--- config.mk ---
export PLATFORM = sky130hd
export DESIGN_NAME = game_sequencer
export DESIGN_NICKNAME = d
export VERILOG_FILES = /design/src/rtl/game_sequencer.sv
export SDC_FILE = /design/constraint.sdc
export NUM_CORES = 1
export LEC_CHECK = 0
export CORE_UTILIZATION = 30
export DETAILED_ROUTE_END_ITERATION = 16
export PLACE_DENSITY = 0.54
export SYNTH_ARGS = -nofsm -noshare
export SYNTH_HDL_FRONTEND = slang
export SYNTH_SLANG_ARGS = --single-unit
--- constraint.sdc ---
create_clock -name clk -period 2.6 [get_ports clk]
set_clock_uncertainty 0.1 [all_clocks]
set_input_delay 0.26 -clock clk [delete_from_list [all_inputs] [get_ports clk]]
set_output_delay 0.26 -clock clk [all_outputs]
set_load 0.05 [all_outputs]
--- src/rtl/game_sequencer.sv ---
// Round sequencer for a target game: button sync, countdown, timed play and spawn pacing.
// Define GAME_SEQ_PAUSE_EN to build the pause button path and the PAUSED state.
module game_sequencer #(
  parameter int unsigned CLK_HZ            = 50_000_000,
  parameter int unsigned ROUND_SECONDS     = 60,
  parameter int unsigned COUNTDOWN_SECONDS = 3
) (
  input  logic        clk,
  input  logic        rst_n,
  input  logic        start_n,
  input  logic        pause_n,
  input  logic [1:0]  speed_level,
  input  logic        hit_pulse,
  input  logic [13:0] score,
  output logic [2:0]  state,
  output logic        play_en,
  output logic [5:0]  timer,
  output logic [1:0]  countdown,
  output logic        sec_tick,
  output logic        spawn_tick,
  output logic        round_done,
  output logic [13:0] high_score
);

  localparam int unsigned PW = (CLK_HZ > 1) ? $clog2(CLK_HZ) : 1;
  localparam int unsigned SW = $clog2(2 * CLK_HZ);

  localparam logic [PW-1:0] PrescLast    = PW'(CLK_HZ - 1);
  localparam logic [SW-1:0] SpawnLastSlow = SW'(2 * CLK_HZ - 1);
  localparam logic [SW-1:0] SpawnLastMid  = SW'((3 * CLK_HZ) / 2 - 1);
  localparam logic [SW-1:0] SpawnLastFast = SW'(CLK_HZ - 1);

  typedef enum logic [2:0] {
    StIdle      = 3'd0,
    StCountdown = 3'd1,
    StPlay      = 3'd2,
    StPaused    = 3'd3,
    StOver      = 3'd4
  } state_e;

  state_e        r_state;
  state_e        w_state_next;

  logic [1:0]    r_start_sync;
  logic          r_start_prev;
  logic          r_start_press;
  logic          w_pause_press;

  logic [PW-1:0] r_presc;
  logic [1:0]    r_countdown;
  logic [5:0]    r_timer;
  logic [SW-1:0] r_spawn_cnt;
  logic [1:0]    r_speed;
  logic          r_spawn_tick;
  logic          r_round_done;
  logic [13:0]   r_high_score;

  logic          w_sec_tick;
  logic [SW-1:0] w_spawn_last;
  logic          w_spawn_expire;
  logic          w_start_round;
  logic          w_enter_play;
  logic          w_stay_play;
  logic          w_enter_over;
  logic          w_spawn_evt;

  // 2-flop sync, falling-edge detect, registered press: state moves on the 4th edge.
  always_ff @(posedge clk or negedge rst_n) begin
    if (!rst_n) begin
      r_start_sync  <= 2'b11;
      r_start_prev  <= 1'b1;
      r_start_press <= 1'b0;
    end else begin
      r_start_sync  <= {r_start_sync[0], start_n};
      r_start_prev  <= r_start_sync[1];
      r_start_press <= r_start_prev & ~r_start_sync[1];
    end
  end

`ifdef GAME_SEQ_PAUSE_EN
  logic [1:0] r_pause_sync;
  logic       r_pause_prev;
  logic       r_pause_press;

  always_ff @(posedge clk or negedge rst_n) begin
    if (!rst_n) begin
      r_pause_sync  <= 2'b11;
      r_pause_prev  <= 1'b1;
      r_pause_press <= 1'b0;
    end else begin
      r_pause_sync  <= {r_pause_sync[0], pause_n};
      r_pause_prev  <= r_pause_sync[1];
      r_pause_press <= r_pause_prev & ~r_pause_sync[1];
    end
  end

  assign w_pause_press = r_pause_press;
`else
  logic w_unused_pause;
  assign w_unused_pause = pause_n;
  assign w_pause_press  = 1'b0;
`endif

  assign w_sec_tick = ((r_state == StCountdown) || (r_state == StPlay)) && (r_presc == PrescLast);

  always_comb begin
    case (r_speed)
      2'b00:   w_spawn_last = SpawnLastSlow;
      2'b01:   w_spawn_last = SpawnLastMid;
      default: w_spawn_last = SpawnLastFast;
    endcase
  end

  assign w_spawn_expire = (r_spawn_cnt >= w_spawn_last);

  always_ff @(posedge clk or negedge rst_n) begin
    if (!rst_n) r_state <= StIdle;
    else        r_state <= w_state_next;
  end

  // Timer expiry outranks a simultaneous pause press.
  always_comb begin
    w_state_next = r_state;
    case (r_state)
      StIdle, StOver: begin
        if (r_start_press) w_state_next = StCountdown;
      end
      StCountdown: begin
        if (w_sec_tick && (r_countdown == 2'd1)) w_state_next = StPlay;
      end
      StPlay: begin
        if (w_sec_tick && (r_timer == 6'd1)) w_state_next = StOver;
        else if (w_pause_press)              w_state_next = StPaused;
      end
      StPaused: begin
        if (r_start_press)      w_state_next = StIdle;
        else if (w_pause_press) w_state_next = StPlay;
      end
      default: w_state_next = StIdle;
    endcase
  end

  assign w_start_round = ((r_state == StIdle) || (r_state == StOver)) &&
                         (w_state_next == StCountdown);
  assign w_enter_play  = (r_state == StCountdown) && (w_state_next == StPlay);
  assign w_stay_play   = (r_state == StPlay) && (w_state_next == StPlay);
  assign w_enter_over  = (r_state == StPlay) && (w_state_next == StOver);
  // Hit and expiry in the same cycle merge into one event; nothing spawns on the way out of PLAY.
  assign w_spawn_evt   = w_enter_play | (w_stay_play & (hit_pulse | w_spawn_expire));

  always_ff @(posedge clk or negedge rst_n) begin
    if (!rst_n) begin
      r_presc <= '0;
    end else begin
      case (r_state)
        StCountdown, StPlay: r_presc <= w_sec_tick ? '0 : r_presc + PW'(1);
        StPaused:            if (w_state_next == StIdle) r_presc <= '0;
        default:             r_presc <= '0;
      endcase
    end
  end

  always_ff @(posedge clk or negedge rst_n) begin
    if (!rst_n) begin
      r_countdown <= 2'd0;
      r_timer     <= 6'(ROUND_SECONDS);
    end else begin
      if (w_start_round) begin
        r_countdown <= 2'(COUNTDOWN_SECONDS);
        r_timer     <= 6'(ROUND_SECONDS);
      end else begin
        if ((r_state == StCountdown) && w_sec_tick && (r_countdown != 2'd0)) begin
          r_countdown <= r_countdown - 2'd1;
        end
        if ((r_state == StPlay) && w_sec_tick && (r_timer != 6'd0)) begin
          r_timer <= r_timer - 6'd1;
        end
      end
    end
  end

  // On the way into PAUSED an expiring count is held so its spawn fires right after resume.
  always_ff @(posedge clk or negedge rst_n) begin
    if (!rst_n) begin
      r_spawn_cnt <= '0;
    end else if (w_stay_play) begin
      r_spawn_cnt <= w_spawn_evt ? '0 : r_spawn_cnt + SW'(1);
    end else if ((r_state == StPlay) && (w_state_next == StPaused)) begin
      r_spawn_cnt <= w_spawn_expire ? r_spawn_cnt : r_spawn_cnt + SW'(1);
    end else if ((r_state != StPaused) || (w_state_next == StIdle)) begin
      r_spawn_cnt <= '0;
    end
  end

  always_ff @(posedge clk or negedge rst_n) begin
    if (!rst_n) begin
      r_speed      <= 2'b00;
      r_spawn_tick <= 1'b0;
      r_round_done <= 1'b0;
      r_high_score <= 14'd0;
    end else begin
      if (w_spawn_evt) r_speed <= speed_level;
      r_spawn_tick <= w_spawn_evt;
      r_round_done <= w_enter_over;
      if (w_enter_over && (score > r_high_score)) r_high_score <= score;
    end
  end

  always_comb begin
    state      = r_state;
    play_en    = (r_state == StPlay);
    timer      = r_timer;
    countdown  = r_countdown;
    sec_tick   = w_sec_tick;
    spawn_tick = r_spawn_tick;
    round_done = r_round_done;
    high_score = r_high_score;
  end

endmodule

; ---- After elaboration in Yosys (flattened, before gate mapping)
; Index checks and enable logic that the tools add are counted.
[word_totals]
register_bits = 86
input_bits = 21
wordCells = 83
[op_classes]
n_addsub = 4
magnitude_cmp = 2
n_eq_ne = 15
n_mux = 18
n_bitwise = 5
reduce_logical = 27
[ops]
columns = operator, count
row1 = 27-bit two-way mux, 5
row2 = 27-bit one-hot mux with 2 select lines, 1
row3 = 26-bit two-way mux, 2
row4 = 26-bit one-hot mux with 2 select lines, 1
row5 = 27-bit by 1-bit adder with 27-bit output (second input constant), 1
row6 = 27-bit >= comparator, 1
row7 = 26-bit by 1-bit adder with 26-bit output (second input constant), 1
row8 = 26-bit == test (second input constant), 1
row9 = 14-bit greater-than comparator, 1
row10 = 1-bit logical AND, 13
row11 = 3-bit by 2-bit == test with 1-bit output (second input constant), 4
row12 = 3-bit two-way mux, 4
row13 = 6-bit two-way mux, 2
row14 = 3-bit one-hot mux with 4 select lines, 1
row15 = 3-bit by 1-bit == test with 1-bit output (second input constant), 2
row16 = 3-bit == test (second input constant), 2
row17 = 6-bit by 1-bit == test with 1-bit output (second input constant), 1
row18 = 3-bit logical NOT, 2
row19 = 2-bit nonzero test, 3
row20 = 6-bit nonzero test, 1
row21 = 6-bit by 1-bit subtractor with 6-bit output (second input constant), 1
row22 = 2-bit by 1-bit == test with 1-bit output (second input constant), 2
row23 = 2-bit two-way mux, 2
row24 = 2-bit OR reduction, 2
row25 = 11 further kinds, 15

; ---- Depth between registers and ports, before layout
; Gate-level depths: netlist of the first run.
[logic_depth]
ltp_word = 12
ltp_mapped = 11
depth_no_buf = 10

; ---- Worst setup path before layout of the first run
; OpenSTA, ideal clock, no wires.
[synth_timing]
path_type = register to register
start = reg r_state[1], in the netlist state[1]
end = reg r_speed[0]
setup_time_ns = 0.125
arrival_ns = 2.819
required_ns = 2.375
setup_slack_ns = -0.444
path_stages_with_launch = 8
path_buffers = 1
synth_period_minus_slack_ns = 3.044
path_cell_list = dfrtp_1 -> buf_2 -> xor2_1 -> or3b_1 -> nor3_4 -> a21oi_2 -> o2bb2ai_2 -> mux2_2
[synth_between]
elab_chain_cells = 10
elab_cells_between_ends = 20
classes_between = eq/ne (5) / mux (5) / bitwise (2) / reduce/logical (8)
[synth_rtl]
columns = item, line
row1 = from (decl), 41  ; state_e r_state;
row2 = from (signal assigned), 117  ; if (!rst_n) r_state <= StIdle;
row3 = from (signal assigned), 118  ; else r_state <= w_state_next;
row4 = 3-bit by 1-bit == test with 1-bit output or 3-bit by 2-bit == test with 1-bit output (tied branches), 104  ; assign w_sec_tick = ((r_state == StCountdown) || (r_state == StPlay)) && (r_presc == PrescLast);
row5 = 1-bit logical OR *, 104
row6 = 1-bit logical AND *, 104
row7 = via sec_tick, 19  ; output logic sec_tick,
row8 = "1-bit logical AND, on equally long branches", "132, 129"
row9 = "3-bit two-way mux, on equally long branches", "132, 129"
row10 = 3-bit one-hot mux with 4 select lines *, 124  ; case (r_state)
row11 = 3-bit by 2-bit == test with 1-bit output *, "145, 146"
row12 = 1-bit logical AND, 146  ; assign w_stay_play = (r_state == StPlay) && (w_state_next == StPlay);
row13 = 1-bit AND, 149  ; assign w_spawn_evt = w_enter_play | (w_stay_play & (hit_pulse | w_spawn_expire));
row14 = 1-bit OR *, 149
row15 = to (signal assigned), 202  ; if (w_spawn_evt) r_speed <= speed_level;
row16 = to (decl), 53  ; logic [1:0] r_speed;
; Mark *: on every way through the listed nets, which the timed path passes. The rest lies on a longest branch.
; A chain may end at the register's enable or synchronous reset.

; ---- Worst setup path after layout of the first run
[layout_timing]
start = reg r_speed[1]
end = reg r_speed[0]
[layout_between]
elab_chain_cells = 6
elab_cells_between_ends = 7
classes_between = order compare (1) / eq/ne (1) / mux (1) / bitwise (3) / reduce/logical (1)
[layout_rtl]
columns = item, line
row1 = 2-bit by 1-bit == test with 1-bit output or 2-bit logical NOT (tied branches), 107  ; case (r_speed)
row2 = 27-bit one-hot mux with 2 select lines *, 107
row3 = 27-bit >= comparator *, 114  ; assign w_spawn_expire = (r_spawn_cnt >= w_spawn_last);
row4 = 1-bit OR *, 149
row5 = 1-bit AND *, 149
row6 = 1-bit OR *, 149
; Mark *: on every way between the ends. The rest lies on a longest branch, timed or not.

==> impl_metrics.toml, run 1 <==
[power]
pwr-share-comb = 0.129
p_leak_nw = 2.88
switching_share = 0.281
pwr-share-clk = 0.397
p_switching_mw = 0.874
vdd_drop_max_v = 0.000354
seqPwrFrac = 0.474
internal_power_mw = 2.23
powerDensity_nw_per_um2 = 460

[status]
status = "finished, violations left"
violations = "negative setup slack"

[route]
drc_errors = 0
via_per_inst = 5.02
num_vias = 4253
ant_nets = 0
avgRoutedWirePerCell_microns = 14.5
wirelength_microns = 12300
drt_first_pass_iters = 4
drtIter0Drc = 201

[sta]
drv_slew = 0
rsz0062_at_grt = "true"
setup_slack_ps = -20.7
timing.final.crit_share = 1.01
min_period_ps = 2620
setup_viol = 2
fmax_ghz = 0.382
slew_headroom = 0.651
worst_pin_slew_ps = 521
hold_viol = 0

[logic_synthesis]
synthesis.area_sq_um = 5150
yosys_warnings = 0
avgSynthCellArea_sq_um = 9.66
synth.distinct_cells = 65
ys.flop_type = "dfrtp_1"
syn-num-nets = 588
synth_cells = 533
ys_ff_latch = 86
async_flop_share = 1.00
synth_seq_area_share = 0.420
synth_edf_count = 0

[critical_path]
required_ps = 2730
worstSetupPathType = "flip-flop to flip-flop"
startpoint_type = "flip-flop"
cp_max_fo = 4
end_kind = "flip-flop"
worst_ep_arrival_time_ps = 2750

[die]
core_sq_um = 16700
io_pins = 50
dieArea_sq_um = 17700
initial_utilization = 0.308
die_h_microns = 133
row_count = 47
die_x_microns = 133

[global_routing]
antenna_found_initial = 0
grt_overflow_total = 0
grtUsageTotal = 0.146
grt_pass1_wl_microns = 20500
grt_max_degree = 54
grt_pass1_vias = 4130

[placed_design]
placed_cells = 824
place.gp.congestion = 0.744
port_buffers = 48
dp_hpwl_microns = 8680

[min_path]
holdCritPathClass = "input pin to flip-flop"

[clocking]
root_buffer = "clkbuf_16"
clk_path_buf_depth = 2
clkLatencyLatePin_ps = 350
htreeDepth = 3
cts_tree = "built"
path_clk_slew_ps = 70
cts_buffers = 9
clock_sinks = 86

[flow_run]
drv_cap = 0

[finish]
nets = 677
area.growth.synth_to_final_pct = 31.2
fin_util = 0.405
finalNonFillerCells = 847
multiInputGateArea_sq_um = 3000
fillCellCount = 1639
antennaDiodeCount = 0
regArea_sq_um = 2160
drive_gt1_frac = 0.207
-- critical path, stage by stage (launching register included) --
cell,delay [ps]
dfrtp_1,420
or2_4,310
buf_6,130
ha_4,210
nand4_1,110
nor3_2,60
o31a_1,270
a311oi_4,300
buf_4,170
o2bb2ai_4,130
mux2_4,310
-- cells by family after synthesis --
logic type               synth area share
AO/OA/AOI/OAI                       0.110
XOR/XNOR                           0.0544
multiplexers                       0.0508
flip-flops                          0.420
adder cells (fa/ha/maj)            0.0826
buffers and inverters              0.0394
AND/OR/NAND/NOR                     0.243
-- final timing paths --
check | startpoint | end | slack (ps) | cells past startpoint
setup / recovery | r_speed[1] | r_speed[0] | -20 | 10
hold / removal | start_n | r_start_sync[0] | 220 | 1
setup reg to reg | r_speed[1] | r_speed[0] | -20 | 10
hold reg to reg | r_start_sync[0] | r_start_sync[1] | 260 | 0
max in group asynchronous | rst_n | r_presc[9] | 1440 | 3
min in group asynchronous | rst_n | high_score[11] | 310 | 2
-- synth_stat cells (all sizes together) (2+ instances only) --
cell type	count	area (sq um)
nand3	33	165
xnor2	9	78.8
nor3	11	66.3
a21o	3	22.5
nand2	70	270
a311oi	2	35.0
or3b	3	26.3
dfstp	7	184
o21ai	27	173
and2	4	25.0
nor2	42	160
inv	30	113
nor2b	7	43.8
a211oi	2	15.0
ha	34	425
nor4	7	58.8
and4	5	43.8
buf	7	60.1
and3	12	75.1
nand4	21	131
o211ai	9	67.6
nor4b	3	41.3
dfrtp	79	1980
o31ai	2	20.0
clkbuf	8	30.0
and4b	2	20.0
mux2i	7	70.1
nand4b	4	50.1
or3	2	12.5
mux2	17	191
or2	2	12.5
xor2	23	201
a31oi	9	56.3
a21oi	13	68.8
-- state kept, by name, indices dropped and copies added, names as in the netlist --
signal / count
r_start_press: 1
r_start_prev: 1
r_speed: 2
state: 3
countdown: 2
high_score: 14
round_done: 1
timer: 6
r_presc: 26
r_start_sync: 2
spawn_tick: 1
r_spawn_cnt: 27
-- cell type report --
| class | count | share of cell area |
|---|---|---|
| timing repair buffer | 93 | 0.138 |
| inverter | 30 | 0.0167 |
| clock inverter | 6 | 0.00685 |
| multi-input combinational | 402 | 0.443 |
| clock buffer | 10 | 0.0339 |
| sequential | 86 | 0.320 |
| tap | 220 | 0.0407 |
-- metrics by stage --
step	setup WS, ps	setup TNS [ps]	total power, mW	cell area, sq um	hold WS, ps
finish	-20.7	-38.0	3.11	6760	221
global placement	-74.4	-1070	1.88	6210	145
global route	-135	-2620	3.25	6760	218
detailed placement	-131	-2390	1.89	6210	153
floorplan	-198	-1740	1.70	5200	-136
CTS	-65.9	-417	3.14	6590	211
-- placed cells by master (no fill, tap or decap), types with 6 or more instances in the layout --
cell type,count
clkdlybuf4s50_1,46
clkbuf_16,11
mux2i_1,7
nand3_1,30
nor2b_1,7
ha_1,30
dfrtp_1,77
xor2_1,23
nor4_1,6
o21ai_0,14
dfstp_2,7
and3_1,11
buf_4,33
nand4_1,21
nor3_1,8
nor2_1,41
nand2_1,68
o21ai_2,11
buf_6,6
xnor2_1,9
inv_1,28
mux2_2,12
a21oi_1,12
o211ai_1,9
-- power by group through the flow --
stage | clock, mW | combinational [mW] | sequential [mW]
6_report | 1.24 | 0.401 | 1.47
5_1_grt | 1.33 | 0.443 | 1.48
4_1_cts | 1.27 | 0.396 | 1.47
3_5_place_dp | 0 | 0.394 | 1.49
3_3_place_gp | 0 | 0.386 | 1.49
2_1_floorplan | 0 | 0.159 | 1.54
-- per-layer routing --
metal  global-route usage  routed length, microns  vias up
met1                0.192                    5800     2061
met2                0.231                    5770       76
met3               0.0284                     432       22
met5                    0                       0        -
met4               0.0664                     263        0
li1                     -                       -     2094
-- what timing repair did --
item,CTS,global route
setup endpoints to repair,25,25
pin swaps,7,22
hold endpoints to repair,26,0
hold buffers,1,0
gates resized for setup,14,16
buffers inserted,2,2
gates cloned,0,2
No activity file was read; power rests on OpenSTA's default activity.
==> run 2, diff against run 1 <==
- GPL_TIMING_DRIVEN: unset -> 0
==> run 2 against run 1 <==
Against the previous run:
- the run still ends with negative setup slack left
- die area unchanged
- non-clock buffer count down 13
- final cell count down 1.5%
==> impl_metrics.toml, run 2 (synthesis gave the netlist of run 1 again) <==
[placed_design]
dp_hpwl_microns = 8820
port_buffers = 48
place.gp.congestion = 0.777

[critical_path]
end_kind = "flip-flop"
slowest_stage = "dfrtp_1"
worst_ep_arrival_time_ps = 2810
rrSetupSlack_ps = -60
startpoint_type = "flip-flop"
worstSetupPathType = "flip-flop to flip-flop"
required_ps = 2750
endpoint = "r_speed[0]"
cp_num_buf_inv = 1
cp_max_fo = 4
max_stage_delay_ps = 420
r2r-end = "r_speed[0]"
r2r_cells = 9
cp.depth = 9
reg2reg_from = "r_speed[1]"
path_cells = "or2_4, ha_4, and4_4, a311oi_2, o21ai_2, a311oi_4, buf_4, o2bb2ai_4, mux2_4"
path_delay_family = "compound AO/OA/AOI/OAI gates"
startpoint = "r_speed[1]"

[finish]
final_cell_mix = "77 x dfrtp_1, 68 x nand2_1, 46 x clkdlybuf4s50_1"
area.growth.synth_to_final_pct = 27.7
layout_commonest_cell = "dfrtp_1"
drive_gt1_frac = 0.181
nets = 664
largest_reg_flops = 27
largest_register = "r_spawn_cnt"
antennaDiodeCount = 0

[die]
die_h_microns = 133
core_sq_um = 16700
initial_utilization = 0.308
dieArea_sq_um = 17700
row_count = 47
die_x_microns = 133
io_pins = 50

[clocking]
root_buffer = "clkbuf_16"
cts_buffers = 9
clock_sinks = 86
cts_tree = "built"
path_clk_slew_ps = 80
htreeDepth = 3
clkLatencyLatePin_ps = 360
clk_path_buf_depth = 2

[sta]
rsz0062_at_grt = "true"
slew_headroom = 0.526
timing.final.crit_share = 1.02
worst_pin_slew_ps = 706
drv_slew = 0
setup_viol = 5
min_period_ps = 2660
fmax_ghz = 0.377
holdWs_ps = 197
setup_slack_ps = -55.7
hold_viol = 0

[power]
powerDensity_nw_per_um2 = 481
finalPower_mw = 3.17
vdd_drop_max_v = 0.000347
p_leak_nw = 2.80

[status]
violations = "negative setup slack"
status = "finished, violations left"

[global_routing]
grtUsageTotal = 0.147
grt_pass1_vias = 4150
antenna_found_initial = 0
grt_pass1_wl_microns = 20700
grt_overflow_total = 0
grt_max_degree = 47

[route]
wirelength_microns = 12400
via_per_inst = 5.10
drc_errors = 0
num_vias = 4256
drtIter0Drc = 223
avgRoutedWirePerCell_microns = 14.9
drt_first_pass_iters = 4
ant_nets = 0

[min_path]
holdCritPathClass = "input pin to flip-flop"
min_from = "start_n"

[flow_run]
drv_cap = 0
run 2: worst min-delay path by stage:
stage / slack, ps / endpoint / cells past startpoint
6_report: 200 / r_start_sync[0] / 1
5_1_grt: 200 / r_start_sync[0] / 1
4_1_cts: 190 / r_start_sync[0] / 1
3_5_place_dp: 200 / high_score[11] / 1
3_3_place_gp: 250 / r_start_sync[1] / 0
2_1_floorplan: -140 / countdown[0] / 0
run 2: per-layer routing:
metal  part of all wire  wire [microns]  GRT usage  vias up
li1                   -               -          -     2060
met1               0.47            5840      0.192     2102
met2               0.48            5930      0.239       84
met3              0.041             507     0.0310       10
met4              0.012             154     0.0543        0
met5                  0               0          0        -
run 2: report_power, final:
group	switching, mW	internal [mW]
combinational	0.221	0.159
clock	0.628	0.679
sequential	0.0772	1.40
run 2: layout make-up:
class | instances | area (sq um)
Fill cell | 1636 | 10100
Multi-Input combinational cell | 402 | 2960
Sequential cell | 86 | 2160
Timing Repair Buffer | 65 | 651
Tap cell | 220 | 275
Clock buffer | 9 | 225
Buffer | 15 | 121
Inverter | 30 | 115
Clock inverter | 7 | 71.3
run 2: worst register-to-register path: cells and delay by family (launching register included):
kind | cells | cell delay (ps)
compound gates | 4 | 850
fa+ha+maj | 1 | 230
buf+inv | 1 | 180
flops | 1 | 420
mux | 1 | 320
simple gates | 2 | 460
run 2: metrics by stage:
| step | TNS (ps) | cells | worst slack [ps] | utilization | cell area [sq um] |
|---|---|---|---|---|---|
| final | -115 | 834 | -55.7 | 0.394 | 6580 |
| after CTS | -33.4 | 828 | -19.9 | 0.383 | 6400 |
| after global placement | -183440 | 801 | -2440 | 0.357 | 5950 |
| after detailed placement | -10280 | 802 | -385 | 0.358 | 5980 |
| after floorplan | -1740 | 533 | -198 | - | 5200 |
| after global routing | -1320 | 834 | -128 | 0.394 | 6580 |
run 2: what timing repair did:
action / 4_1_cts / 5_1_grt
gates resized for setup: 16 / 24
hold endpoints to repair: 33 / 0
pin swaps: 10 / 11
endpoints found under the setup margin: 42 / 45
hold buffers: 1 / 0
setup buffers: 9 / 5
cloned: 0 / 1
